==> src/rtl/mem_pipe.sv <==
// Single-port synchronous word memory with a valid/ready request port,
// per-byte write enables and a configurable read-latency pipeline.
// After reset, or when clear is pulsed, a sweep writes INIT_VALUE to every
// word, one word per cycle, before requests are accepted again.
module mem_pipe #(
   parameter int                  WORD_SIZE    = 16,
   parameter int                  MEM_SIZE     = 32,
   parameter int                  ADDR_SIZE    = 5,
   parameter int                  READ_LATENCY = 2,
   parameter logic [WORD_SIZE-1:0] INIT_VALUE  = '0
) (
   input  logic                   clk,
   input  logic                   reset,
   input  logic                   clear,
   input  logic                   req_valid,
   output logic                   req_ready,
   input  logic                   req_write,
   input  logic [ADDR_SIZE-1:0]   req_addr,
   input  logic [WORD_SIZE-1:0]   req_wdata,
   input  logic [WORD_SIZE/8-1:0] req_be,
   output logic                   rsp_valid,
   output logic [WORD_SIZE-1:0]   rsp_data,
   output logic                   rsp_err,
   output logic                   init_done
);

   localparam int NBYTES = WORD_SIZE / 8;
   // One extra bit so MEM_SIZE == 2**ADDR_SIZE is still representable.
   localparam logic [ADDR_SIZE:0]   MEM_LIMIT = (ADDR_SIZE + 1)'(MEM_SIZE);
   localparam logic [ADDR_SIZE-1:0] LAST_ADDR = ADDR_SIZE'(MEM_SIZE - 1);

   typedef enum logic [1:0] {
      CLEAR = 2'd0,
      RUN   = 2'd1,
      DRAIN = 2'd2
   } state_t;

   state_t                 state;
   state_t                 state_nxt;
   logic [ADDR_SIZE-1:0]   sweep_addr;
   logic                   sweep_last;
   logic                   accept;
   logic                   in_range;
   logic                   wr_fire;
   logic                   rd_fire;
   logic                   pipe_empty;
   logic [WORD_SIZE-1:0]   rd_word;

   logic [WORD_SIZE-1:0]   bank [MEM_SIZE];

   // Read pipeline: index 0 is loaded at the accept edge, the last index
   // drives the response outputs.
   logic [READ_LATENCY-1:0] vld_p;
   logic [READ_LATENCY-1:0] err_p;
   logic [WORD_SIZE-1:0]    data_p [READ_LATENCY];

   function automatic logic [WORD_SIZE-1:0] merge_bytes(
      input logic [WORD_SIZE-1:0] old_word,
      input logic [WORD_SIZE-1:0] new_word,
      input logic [NBYTES-1:0]    be
   );
      logic [WORD_SIZE-1:0] merged;
      merged = old_word;
      for (int i = 0; i < NBYTES; i++) begin
         if (be[i]) merged[8*i +: 8] = new_word[8*i +: 8];
      end
      return merged;
   endfunction

   // Ready and init_done come straight from the state register.
   assign req_ready  = (state == RUN);
   assign init_done  = (state == RUN);
   assign accept     = req_valid & req_ready;
   assign in_range   = ({1'b0, req_addr} < MEM_LIMIT);
   assign wr_fire    = accept & req_write & in_range;
   assign rd_fire    = accept & ~req_write;
   assign pipe_empty = ~|vld_p;
   assign sweep_last = (sweep_addr == LAST_ADDR);
   // Out-of-range reads return zero rather than touching the array.
   assign rd_word    = in_range ? bank[req_addr] : '0;

   assign rsp_valid  = vld_p[READ_LATENCY-1];
   assign rsp_data   = data_p[READ_LATENCY-1];
   assign rsp_err    = err_p[READ_LATENCY-1];

   // State register; reset always restarts the sweep.
   always_ff @(posedge clk or negedge reset) begin
      if (!reset) state <= CLEAR;
      else        state <= state_nxt;
   end

   // Next-state logic: sweep -> run -> (clear) drain reads -> sweep.
   always_comb begin
      state_nxt = state;
      case (state)
         CLEAR:   if (sweep_last) state_nxt = RUN;
         RUN:     if (clear)      state_nxt = DRAIN;
         DRAIN:   if (pipe_empty) state_nxt = CLEAR;
         default: state_nxt = CLEAR;
      endcase
   end

   // Sweep address: walks the array in CLEAR, parked at zero otherwise.
   always_ff @(posedge clk or negedge reset) begin
      if (!reset) begin
         sweep_addr <= '0;
      end else if (state == CLEAR) begin
         sweep_addr <= sweep_last ? '0 : sweep_addr + 1'b1;
      end else begin
         sweep_addr <= '0;
      end
   end

   // Array write port: sweep writes have priority, requests only run in RUN.
   always_ff @(posedge clk) begin
      if (state == CLEAR) begin
         bank[sweep_addr] <= INIT_VALUE;
      end else if (wr_fire) begin
         bank[req_addr] <= merge_bytes(bank[req_addr], req_wdata, req_be);
      end
   end

   // Read pipeline: capture at accept, then shift; data only moves with a
   // valid so the output word holds until the next response.
   always_ff @(posedge clk or negedge reset) begin
      if (!reset) begin
         vld_p <= '0;
         err_p <= '0;
         for (int k = 0; k < READ_LATENCY; k++) data_p[k] <= '0;
      end else begin
         vld_p[0] <= rd_fire;
         if (rd_fire) begin
            data_p[0] <= rd_word;
            err_p[0]  <= ~in_range;
         end
         for (int k = 1; k < READ_LATENCY; k++) begin
            vld_p[k] <= vld_p[k-1];
            if (vld_p[k-1]) begin
               data_p[k] <= data_p[k-1];
               err_p[k]  <= err_p[k-1];
            end
         end
      end
   end

endmodule

==> config.mk <==
export PLATFORM = sky130hd
export DESIGN_NAME = mem_pipe
export DESIGN_NICKNAME = d
export VERILOG_FILES = /design/src/rtl/mem_pipe.sv
export SDC_FILE = /design/constraint.sdc
export NUM_CORES = 1
export LEC_CHECK = 0
export BUFFER_PORTS_ARGS = -buffer_cell sky130_fd_sc_hd__buf_2
export CAP_MARGIN = 20
export CORE_UTILIZATION = 55
export DETAILED_ROUTE_END_ITERATION = 10
export GPL_TIMING_DRIVEN = 1
export PLACE_DENSITY_LB_ADDON = 0.25
export SLEW_MARGIN = 20
export SYNTH_ARGS = -nofsm -noshare
export SYNTH_HDL_FRONTEND = slang
export SYNTH_SLANG_ARGS = --single-unit
==> constraint.sdc <==
create_clock -name clk -period 2.8 [get_ports clk]
set_input_delay 0.56 -clock clk [delete_from_list [all_inputs] [get_ports clk]]
set_output_delay 0.56 -clock clk [all_outputs]
set_load 0.05 [all_outputs]
==> results_dict.tcl, run 1 <==
set metrics [dict create \
    slew_viol_final 0 \
    io_pins 48 \
    syn_area_mm2 0.0221 \
    track_usage_pct 26.7 \
    grt_pass1_vias 12000 \
    crit_chain "buf_8 -> buf_4 -> mux2i_1 -> a22oi_1 -> a21oi_1 -> nor4_2 -> o21a_1 -> buf_4" \
    dp.cells 1920 \
    clock_latency_ns 0.59 \
    p_leak_uw 0.00925 \
    timing.rr.end "bank[28][4]$_DFFE_PP_" \
    start_util_pct 55.7 \
    critPathTopFamily "buffers and inverters" \
    route.met2.wl_um 25100 \
    root_buffer "clkbuf_16" \
    synth_flop_cell "edfxtp_1" \
    power.density_mw_per_mm2 765 \
    worstSetupStartpointType "input port" \
    cp_slowest_cell "nor4_2" \
    synth-async-reset-ratio_pct 7.41 \
    yosysUniqueCellTypes 36 \
    synth_common_cells "edfxtp_1 (512), mux2i_1 (257), a22oi_1 (129)" \
    met3WireLength_um 4900 \
    synthTopCellsByArea "edfxtp_1 (69%), mux2i_1 (12%), dfrtp_1 (4.6%)" \
    die_x_um 203 \
    holdCritStartpoint "clear" \
    post-cts-setup-buffer-count 0 \
    syn_nets 1313 \
    postSynthCellCount 1283 \
    wl_per_cell_um 26.9 \
    cap_violations 0 \
    core_mm2 0.0397 \
    drtAntennaViolNets 0 \
    grt_first_pass_wirelength_um 78800 \
    arrival_ns 2.96 \
    finalHoldViolCount 0 \
    path_clk_slew_ns 0.06 \
    yosysMostFrequentCell "edfxtp_1" \
    post-route-drc-count 0 \
    synth_top_cell_area_share_pct 69.5 \
    hold_path_end "state[0]$_DFFE_PN0P_" \
    place_hpwl_um 33900 \
    tritoncts "built" \
    gr-total-overflow 0 \
    seq_area_frac_synth_pct 74.1 \
    relSlewSlack_pct 50.9 \
    clock_sinks 553 \
    wl_met1_um 22700 \
    numCtsBuffers 53 \
    tns_ns 0 \
    max_freq_mhz 394 \
    setup_viol 0 \
    num_vias 12300 \
    rr_startpoint "state[1]$_DFFE_PN0P_" \
    yosysTopAreaCell "edfxtp_1" \
    yosys_warnings 0 \
    io_buffers 46 \
    layout_min_cycle_time_ns 2.54 \
    grt_max_degree 41 \
    rsz0062_at_grt "no" \
    endpoint_kind "flip-flop" \
    drt_iter0_markers 1499 \
    ir_drop_mv 0.415 \
    avgSynthCellArea_um2 17.2 \
    critPathMostFrequentCell "buf_4" \
    crit_buf_inv 3 \
    r2r_slack_ns 0.33 \
    power_uw 19800 \
    antenna_found_initial 0 \
    routed_via_density 6.12 \
    final_nets 1481 \
    firstDrtPassIters 5 \
    wirelength_um 54200 \
    worstMarginPinSlew_ns 0.731 \
    drive_above_1_share_pct 22.3 \
    top_layer "met4" \
    run_status "finished clean" \
    num_rows 73 \
    synth-seq-cells 553 \
    hold_depth 4 \
    finClkSkew_ns 0.0209 \
    fp.dieArea_mm2 0.0410 \
    stdcell_count 2016 \
    hold_path.class "input port to flip-flop" \
    area_growth_pct 16.7 \
    synth_edf_count 512 \
    crit_path_max_fanout 20 \
    critPathMaxStageDelay_ns 0.63 \
    dieHeight_um 203 \
    required_ns 3.21 \
    diodes 0 \
    reg2reg_depth 8 \
    htreeDepth 2 \
    gp_congestion 0.843 \
    clockBufferDepth 3 \
    post-route-period-util_pct 90.8 \
    critPathKind "input port to flip-flop" \
]
[registers in the layout, summed over array words and instances (netlist names)]
signal and flops:
sweep_addr 5, state 2, rsp_data 16, vld_p 2
data_p 16, bank 512
[report_power, final]
| group | total, µW | internal, µW | switching, µW |
|---|---|---|---|
| registers | 10300 | 9970 | 300 |
| clock network | 6820 | 3900 | 2920 |
| logic | 2670 | 927 | 1740 |
[logic make-up (layout without fill, tap and decap cells)]
kind of cell             after synthesis  in the layout  share of synthesized area (%)
XOR/XNOR                               2              2                         0.0792
buffers and inverters                108            316                           2.92
adder cells (fa/ha/maj)                2              2                          0.113
other                                  1              1                         0.0169
AO/OA/AOI/OAI                        234            234                           6.99
flip-flops                           553            553                           74.1
multiplexers                         290            290                           13.3
AND/OR/NAND/NOR                       93             93                           2.47
[through the flow]
stage	setup slack (ns)	hold WS [ns]	cell area, µm²	utilization [%]
5_1_grt	0.179	0.260	25800	65.0
3_3_place_gp	-0.188	0.456	24200	60.8
6_report	0.259	0.266	25800	65.0
2_1_floorplan	-0.0220	0.264	22100	-
3_5_place_dp	-0.201	0.459	24200	60.8
4_1_cts	0.181	0.247	25800	65.0
[how the worst max path moves through the flow]
stage,slack [ns],to,cells after the start,start
floorplan,-0.02,bank[0][0]$_DFFE_PP_,5,state[1]$_DFFE_PN0P_
global placement,-0.19,bank[2][7]$_DFFE_PP_,8,req_addr[0]
detailed placement,-0.20,bank[2][7]$_DFFE_PP_,8,req_addr[0]
CTS,0.18,bank[29][15]$_DFFE_PP_,7,state[1]$_DFFE_PN0P_
global route,0.18,bank[28][4]$_DFFE_PP_,8,state[1]$_DFFE_PN0P_
finish,0.26,bank[10][7]$_DFFE_PP_,8,req_addr[0]
[routing by layer]
layer	track usage, %	vias to the layer above
met5	0	-
met4	8.14	0
met3	5.06	105
met2	41.1	616
met1	38.9	6229
li1	-	5380
[placed cells by master, fill, tap and decap left out, types with 16 or more instances in the layout]
master,count
buf_2,45
buf_4,115
nor2_1,41
inv_1,18
buf_12,41
o21a_1,16
mux2i_1,257
nor4_2,16
mux2_2,33
a21oi_1,80
dfrtp_1,41
a22oi_1,129
edfxtp_1,512
clkbuf_16,53
[tightest hold or removal path, stage by stage]
cell and delay [ns]:
buf_2 0.08, nand2_1 0.05, o21ai_0 0.07, nor2_1 0.04
[area by class of cell]
cell class,count,area [µm²]
Tap cell,525,657
Sequential cell,553,16400
Fill cell,2698,13900
Clock buffer,68,1400
Timing Repair Buffer,203,1930
Inverter,18,67.6
Multi-Input combinational cell,622,5120
Clock inverter,27,244
[what timing repair did]
item | CTS | global route
endpoints found under the hold margin | 12 | 0
hold buffers | 1 | 0
endpoints found under the setup margin | 0 | 15
resized for setup | 0 | 1
Note: power is estimated with default switching activity, not from simulation.
==> inputs of run 2 (changes only) <==
--- a/config.mk
+++ b/config.mk
@@ -5,6 +5,7 @@
 export SDC_FILE = /design/constraint.sdc
 export NUM_CORES = 1
 export LEC_CHECK = 0
+export ABC_AREA = 1
 export BUFFER_PORTS_ARGS = -buffer_cell sky130_fd_sc_hd__buf_2
 export CAP_MARGIN = 20
 export CORE_UTILIZATION = 55
==> run 2 against run 1 <==
Utilization down 0.35 points. Synthesized area up 2.3%. Clock power down 2%. Sequential cell count unchanged. Critical endpoint is now bank[23][9]$_DFFE_PP_. Sequential power about the same. Largest power group unchanged.
==> results_dict.tcl, run 2 <==
set metrics [dict create \
    synth_common_cells "nand2_1 (738), edfxtp_1 (512), nand3_1 (416)" \
    finalHoldWorstSlack_ns 0.137 \
    yosysTopAreaCell "edfxtp_1" \
    largest_register_ffs 512 \
    postSynthCellCount 1979 \
    combPwrFrac_pct 15.0 \
    routed_via_density 5.91 \
    most-common-layout-cells "nand2_1 (738), edfxtp_1 (512), nand3_1 (416)" \
    yosysUniqueCellTypes 25 \
    gr-total-overflow 0 \
    place_hpwl_um 36200 \
    area_growth_pct 14.8 \
    die_x_um 205 \
    p_int_uw 14900 \
    dpl_cell_area_mm2 0.0244 \
    dieHeight_um 205 \
    grt_first_pass_wirelength_um 88100 \
    p_switching_uw 5340 \
    synth_edf_count 512 \
    clockBufferDepth 3 \
    hold_path.class "input port to asynchronous set/reset pin" \
    tns_ns 0 \
    finalHoldViolCount 0 \
    top_register "bank" \
    clock_sinks 553 \
    fp.dieArea_mm2 0.0420 \
    drtAntennaViolNets 0 \
    pwr-share-seq_pct 52.0 \
    final_common_cell "nand2_1" \
    worstMarginPinSlew_ns 0.973 \
    antenna_found_initial 0 \
    syn_nets 2009 \
    power.density_mw_per_mm2 778 \
    rsz0062_at_grt "no" \
    wirelength_um 58800 \
    crit_path_max_fanout 18 \
    synth_flop_cell "edfxtp_1" \
    drive_above_1_share_pct 13.0 \
    required_ns 3.09 \
    endpoint_kind "flip-flop" \
    numCtsBuffers 53 \
    drt_iter0_markers 2068 \
    wl_per_cell_um 22.3 \
    post-route-drc-count 0 \
    utilization_pct 64.6 \
    core_mm2 0.0402 \
    track_usage_pct 28.4 \
    post-cts-setup-buffer-count 0 \
    synthTopCellsByArea "edfxtp_1 (68%), nand2_1 (12%), nand3_1 (9.2%)" \
    tritoncts "built" \
    run_status "finished clean" \
    synth-seq-cells 553 \
    synth-async-reset-ratio_pct 7.41 \
    cap_violations 0 \
    syn_area_mm2 0.0226 \
    cts_hold_buf 0 \
    relSlewSlack_pct 35.1 \
    netSwitchingFraction_pct 26.4 \
    p_leak_uw 0.00986 \
    ctsResizeCount 0 \
    slew_viol_final 0 \
    grt_pass1_vias 14800 \
    ir_drop_mv 0.428 \
    max_freq_mhz 402 \
    path_clk_slew_ns 0.06 \
    start_util_pct 56.3 \
    post-route-cell-area_mm2 0.0260 \
    io_pins 48 \
    yosys_warnings 0 \
    htreeDepth 2 \
    avgSynthCellArea_um2 11.4 \
    pwr-share-clk_pct 32.9 \
    seq_area_frac_synth_pct 72.5 \
    grt_max_degree 87 \
    critPathKind "flip-flop to flip-flop" \
    finClkSkew_ns 0.0149 \
    num_vias 15600 \
    worstSetupStartpointType "flip-flop" \
    final_nets 2105 \
    clock_latency_ns 0.58 \
    arrival_ns 2.78 \
    firstDrtPassIters 6 \
    yosysMostFrequentCell "nand2_1" \
    setup_viol 0 \
    root_buffer "clkbuf_16" \
    synth_top_cell_area_share_pct 67.9 \
    io_buffers 46 \
    num_rows 73 \
    post-route-period-util_pct 88.9 \
    power_uw 20200 \
    layout_min_cycle_time_ns 2.49 \
    gp_congestion 0.929 \
]
==> run 2: changes by cell type after synthesis, sizes merged, moves of 5 or more <==
| cell | change |
|---|---|
| o21a | -15 |
| nand2 | +725 |
| clkbuf | +29 |
| a21oi | -63 |
| nor4 | -16 |
| o21ai | +32 |
| a22oi | -129 |
| mux2 | -33 |
| nand3 | +418 |
| inv | +5 |
| buf | +17 |
| mux2i | -257 |
==> run 2: path summary, 6_finish.rpt <==
kind	from	to	slack, ns	cells after the start
min	reset	data_p[28]$_DFFE_PN0P_	0.14	1
max reg2reg	state[1]$_DFFE_PN0P_	bank[23][9]$_DFFE_PP_	0.31	9
max in group asynchronous	reset	rsp_data[7]$_DFFE_PN0P_	2.05	1
min in group clk	req_write	vld_p[0]$_DFF_PN0_	0.19	2
max	state[1]$_DFFE_PN0P_	bank[23][9]$_DFFE_PP_	0.31	9
min reg2reg	sweep_addr[0]$_DFF_PN0_	sweep_addr[0]$_DFF_PN0_	0.47	1
==> run 2: cell type report <==
cell class / instances / area [µm²]
antenna: 1 / 2.50
clock buffer: 71 / 1440
clock inverter: 23 / 153
fill: 2903 / 14200
inverter: 23 / 93.8
multi-input combinational: 1267 / 5500
sequential: 553 / 16400
tap: 525 / 657
timing repair buffer: 177 / 1740
==> run 2: critical path, stage by stage (launching register included) <==
cell and delay [ns]:
dfrtp_1 0.42, nor2_4 0.20, nand3_4 0.18, inv_2 0.24, or2_1 0.16, o21ai_2 0.09, inv_2 0.08, nand3_2 0.26
nor2_1 0.34, buf_12 0.20
==> run 2: kinds of logic (layout without fill, tap and decap cells) <==
| group | Yosys count | count (layout) | share of synthesized area (%) |
|---|---|---|---|
| other | 1 | 2 | 0.0166 |
| adders and majority gates | 2 | 2 | 0.111 |
| and+or+nand+nor | 1207 | 1207 | 22.6 |
| AOI/OAI and AO/OA | 57 | 57 | 1.34 |
| DFF | 553 | 553 | 72.5 |
| buffers and inverters | 159 | 294 | 3.52 |
==> run 2: stage by stage <==
step	instances	setup WS, ns
after global placement	2545	0.0853
after detailed placement	2545	0.0363
after floorplan	1979	0.0268
after CTS	2639	0.328
after global routing	2639	0.164
final	2640	0.311
==> run 2: power by group through the flow <==
stage | clock network [µW] | logic, µW | registers [µW]
after floorplan | 0 | 1700 | 10600
after global placement | 0 | 2940 | 10700
after detailed placement | 0 | 2990 | 10700
after CTS | 6710 | 3010 | 10500
after global routing | 7010 | 3280 | 10600
final | 6660 | 3040 | 10500
==> run 2: metal layers <==
metal / routed length (µm) / part of all wire, % / vias to the layer above / track usage [%]
met2: 27000 / 46 / 887 / 43.7
li1: - / - / 7061 / -
met5: 0 / 0 / - / 0
met3: 6460 / 11 / 145 / 6.87
met4: 2000 / 3.4 / 0 / 11.2
met1: 23400 / 40 / 7518 / 39.2
==> inputs of run 3 (changes only) <==
--- a/config.mk
+++ b/config.mk
@@ -9,6 +9,7 @@
 export BUFFER_PORTS_ARGS = -buffer_cell sky130_fd_sc_hd__buf_2
 export CAP_MARGIN = 20
 export CORE_UTILIZATION = 55
+export CTS_BUF_LIST = sky130_fd_sc_hd__clkbuf_2
 export DETAILED_ROUTE_END_ITERATION = 10
 export GPL_TIMING_DRIVEN = 1
 export PLACE_DENSITY_LB_ADDON = 0.25
==> run 3 against run 2 <==
Global-route usage up 0.56 points. Clock skew up 0.061 ns. Combinational power hardly changed. Sequential power about the same. Sequential share of layout area is 0.87 points higher. Die area unchanged. Register-to-register slack got worse by 0.07 ns. First-iteration DRC count shrank 5.6%. Maximum frequency fell by 2.8%. Setup slack got worse by 0.072 ns. Critical endpoint is now bank[23][8]$_DFFE_PP_. Largest cell class unchanged.
==> results_dict.tcl, run 3 (synthesis gave the netlist of run 2 again) <==
set metrics [dict create \
    p_switching_uw 5510 \
    required_ns 3.54 \
    io_pins 48 \
    run_status "finished clean" \
    worstMarginPinSlew_ns 0.972 \
    final_common_cell "nand2_1" \
    final_nets 2190 \
    critPathMaxStageDelay_ns 0.44 \
    die_x_um 205 \
    htreeDepth 4 \
    area_growth_pct 13.2 \
    io_buffers 46 \
    grt_pass1_vias 15600 \
    top_register "bank" \
    hold_path.class "input port to flip-flop" \
    clockBufferDepth 3 \
    rsz0062_at_grt "no" \
    critPathMostFrequentCell "inv_2" \
    critPathKind "flip-flop to flip-flop" \
    fp.dieArea_mm2 0.0420 \
    post-route-drc-count 0 \
    max_freq_mhz 390 \
    pwr-share-seq_pct 56.2 \
    cp_slowest_cell "dfrtp_1" \
    grt_max_degree 87 \
    cap_violations 0 \
    endpoint_kind "flip-flop" \
    combPwrFrac_pct 16.2 \
    p_leak_uw 0.0100 \
    pwr-share-clk_pct 27.6 \
    crit_path_max_fanout 18 \
    power_uw 18700 \
    antenna_found_initial 1 \
    worstSetupStartpointType "flip-flop" \
    firstDrtPassIters 7 \
    drtAntennaViolNets 0 \
    largest_register_ffs 512 \
    power.density_mw_per_mm2 729 \
    crit_chain "nor2_4 -> nand3_4 -> inv_2 -> or2_1 -> o21ai_2 -> inv_2 -> nand3_2 -> nor2_1 -> buf_12" \
    tns_ns 0 \
    netSwitchingFraction_pct 29.5 \
    relSlewSlack_pct 35.2 \
    num_vias 16000 \
    place_hpwl_um 36200 \
    grt_first_pass_wirelength_um 89500 \
    p_int_uw 13200 \
    finalHoldViolCount 0 \
    numCtsBuffers 134 \
    slew_viol_final 0 \
    drt_iter0_markers 1953 \
    clock_sinks 553 \
    dieHeight_um 205 \
    track_usage_pct 29.0 \
    start_util_pct 56.3 \
    gp_congestion 0.929 \
    wirelength_um 59100 \
    post-cts-setup-buffer-count 0 \
    drive_above_1_share_pct 18.6 \
    core_mm2 0.0402 \
    routed_via_density 5.75 \
    most-common-layout-cells "nand2_1 (738), edfxtp_1 (512), nand3_1 (416)" \
    path_clk_slew_ns 0.12 \
    num_rows 73 \
    arrival_ns 3.30 \
    wl_per_cell_um 21.2 \
    clock_latency_ns 1.09 \
    post-route-period-util_pct 91.5 \
    ir_drop_mv 0.241 \
    root_buffer "clkbuf_2" \
    tritoncts "built" \
    finClkSkew_ns 0.0762 \
    setup_viol 0 \
    gr-total-overflow 0 \
    layout_min_cycle_time_ns 2.56 \
]
run 3: cell count changes in the layout (fill, tap and decap cells not counted), sizes merged:
cell         delta
dlygate4sd3     +4
clkinv         +11
clkbuf        +126
clkinvlp        +1
inv             +4
run 3: timing repair:
item / CTS / global route
resized for setup: 0 / 0
endpoints found under the setup margin: 0 / 0
hold buffers: 4 / 0
endpoints found under the hold margin: 44 / 0
run 3: critical path, delay by kind of cell, from the launching register on:
family	cells	cell delay (ns)
flops	1	0.44
compound gates	1	0.09
simple gates	5	1.18
buf+inv	3	0.53
run 3: metrics by stage:
| step | utilization, % | hold slack [ns] | instance area, µm² | setup WS (ns) | instances |
|---|---|---|---|---|---|
| 3_3_place_gp | 60.7 | 0.449 | 24400 | 0.0853 | 2545 |
| 4_1_cts | 63.8 | 0.0544 | 25600 | 0.171 | 2785 |
| 3_5_place_dp | 60.7 | 0.452 | 24400 | 0.0363 | 2545 |
| 5_1_grt | 63.8 | 0.100 | 25600 | 0.0907 | 2786 |
| 6_report | 63.8 | 0.135 | 25600 | 0.239 | 2786 |
| 2_1_floorplan | - | 0.264 | 22600 | 0.0268 | 1979 |
run 3: final timing paths:
path                                          from                       to  slack (ns)  cells past startpoint
setup / recovery              state[1]$_DFFE_PN0P_    bank[23][8]$_DFFE_PP_        0.24                      9
hold / removal                         req_addr[4]   data_p[19]$_DFFE_PN0P_        0.14                      5
setup reg to reg              state[1]$_DFFE_PN0P_    bank[23][8]$_DFFE_PP_        0.24                      9
hold reg to reg            sweep_addr[0]$_DFF_PN0_  sweep_addr[0]$_DFF_PN0_        0.48                      1
max in group asynchronous                    reset   data_p[16]$_DFFE_PN0P_        1.97                      2
min in group asynchronous                    reset  sweep_addr[2]$_DFF_PN0_        0.18                      2
run 3: power by group through the flow:
stage / registers, µW / logic, µW / clock network, µW
2_1_floorplan: 10600 / 1700 / 0
3_3_place_gp: 10700 / 2940 / 0
3_5_place_dp: 10700 / 2990 / 0
4_1_cts: 10500 / 3000 / 5230
6_report: 10500 / 3030 / 5150
5_1_grt: 10600 / 3280 / 5650
run 3: final cells by class:
cell class                 instances  area, µm²
clock inverter                    39        210
sequential                       553      16400
timing repair buffer             181       1780
clock buffer                     197        986
tap                              525        657
fill                            3049      14600
inverter                          23       93.8
multi-input combinational       1267       5500
antenna                            1       2.50
run 3: per-layer routing:
| layer | GRT usage, % | vias up | wire length [µm] |
|---|---|---|---|
| met4 | 12.7 | 0 | 1780 |
| met5 | 0 | - | 0 |
| met1 | 39.3 | 7686 | 23400 |
| met3 | 7.05 | 139 | 6380 |
| li1 | - | 7313 | - |
| met2 | 44.7 | 895 | 27500 |
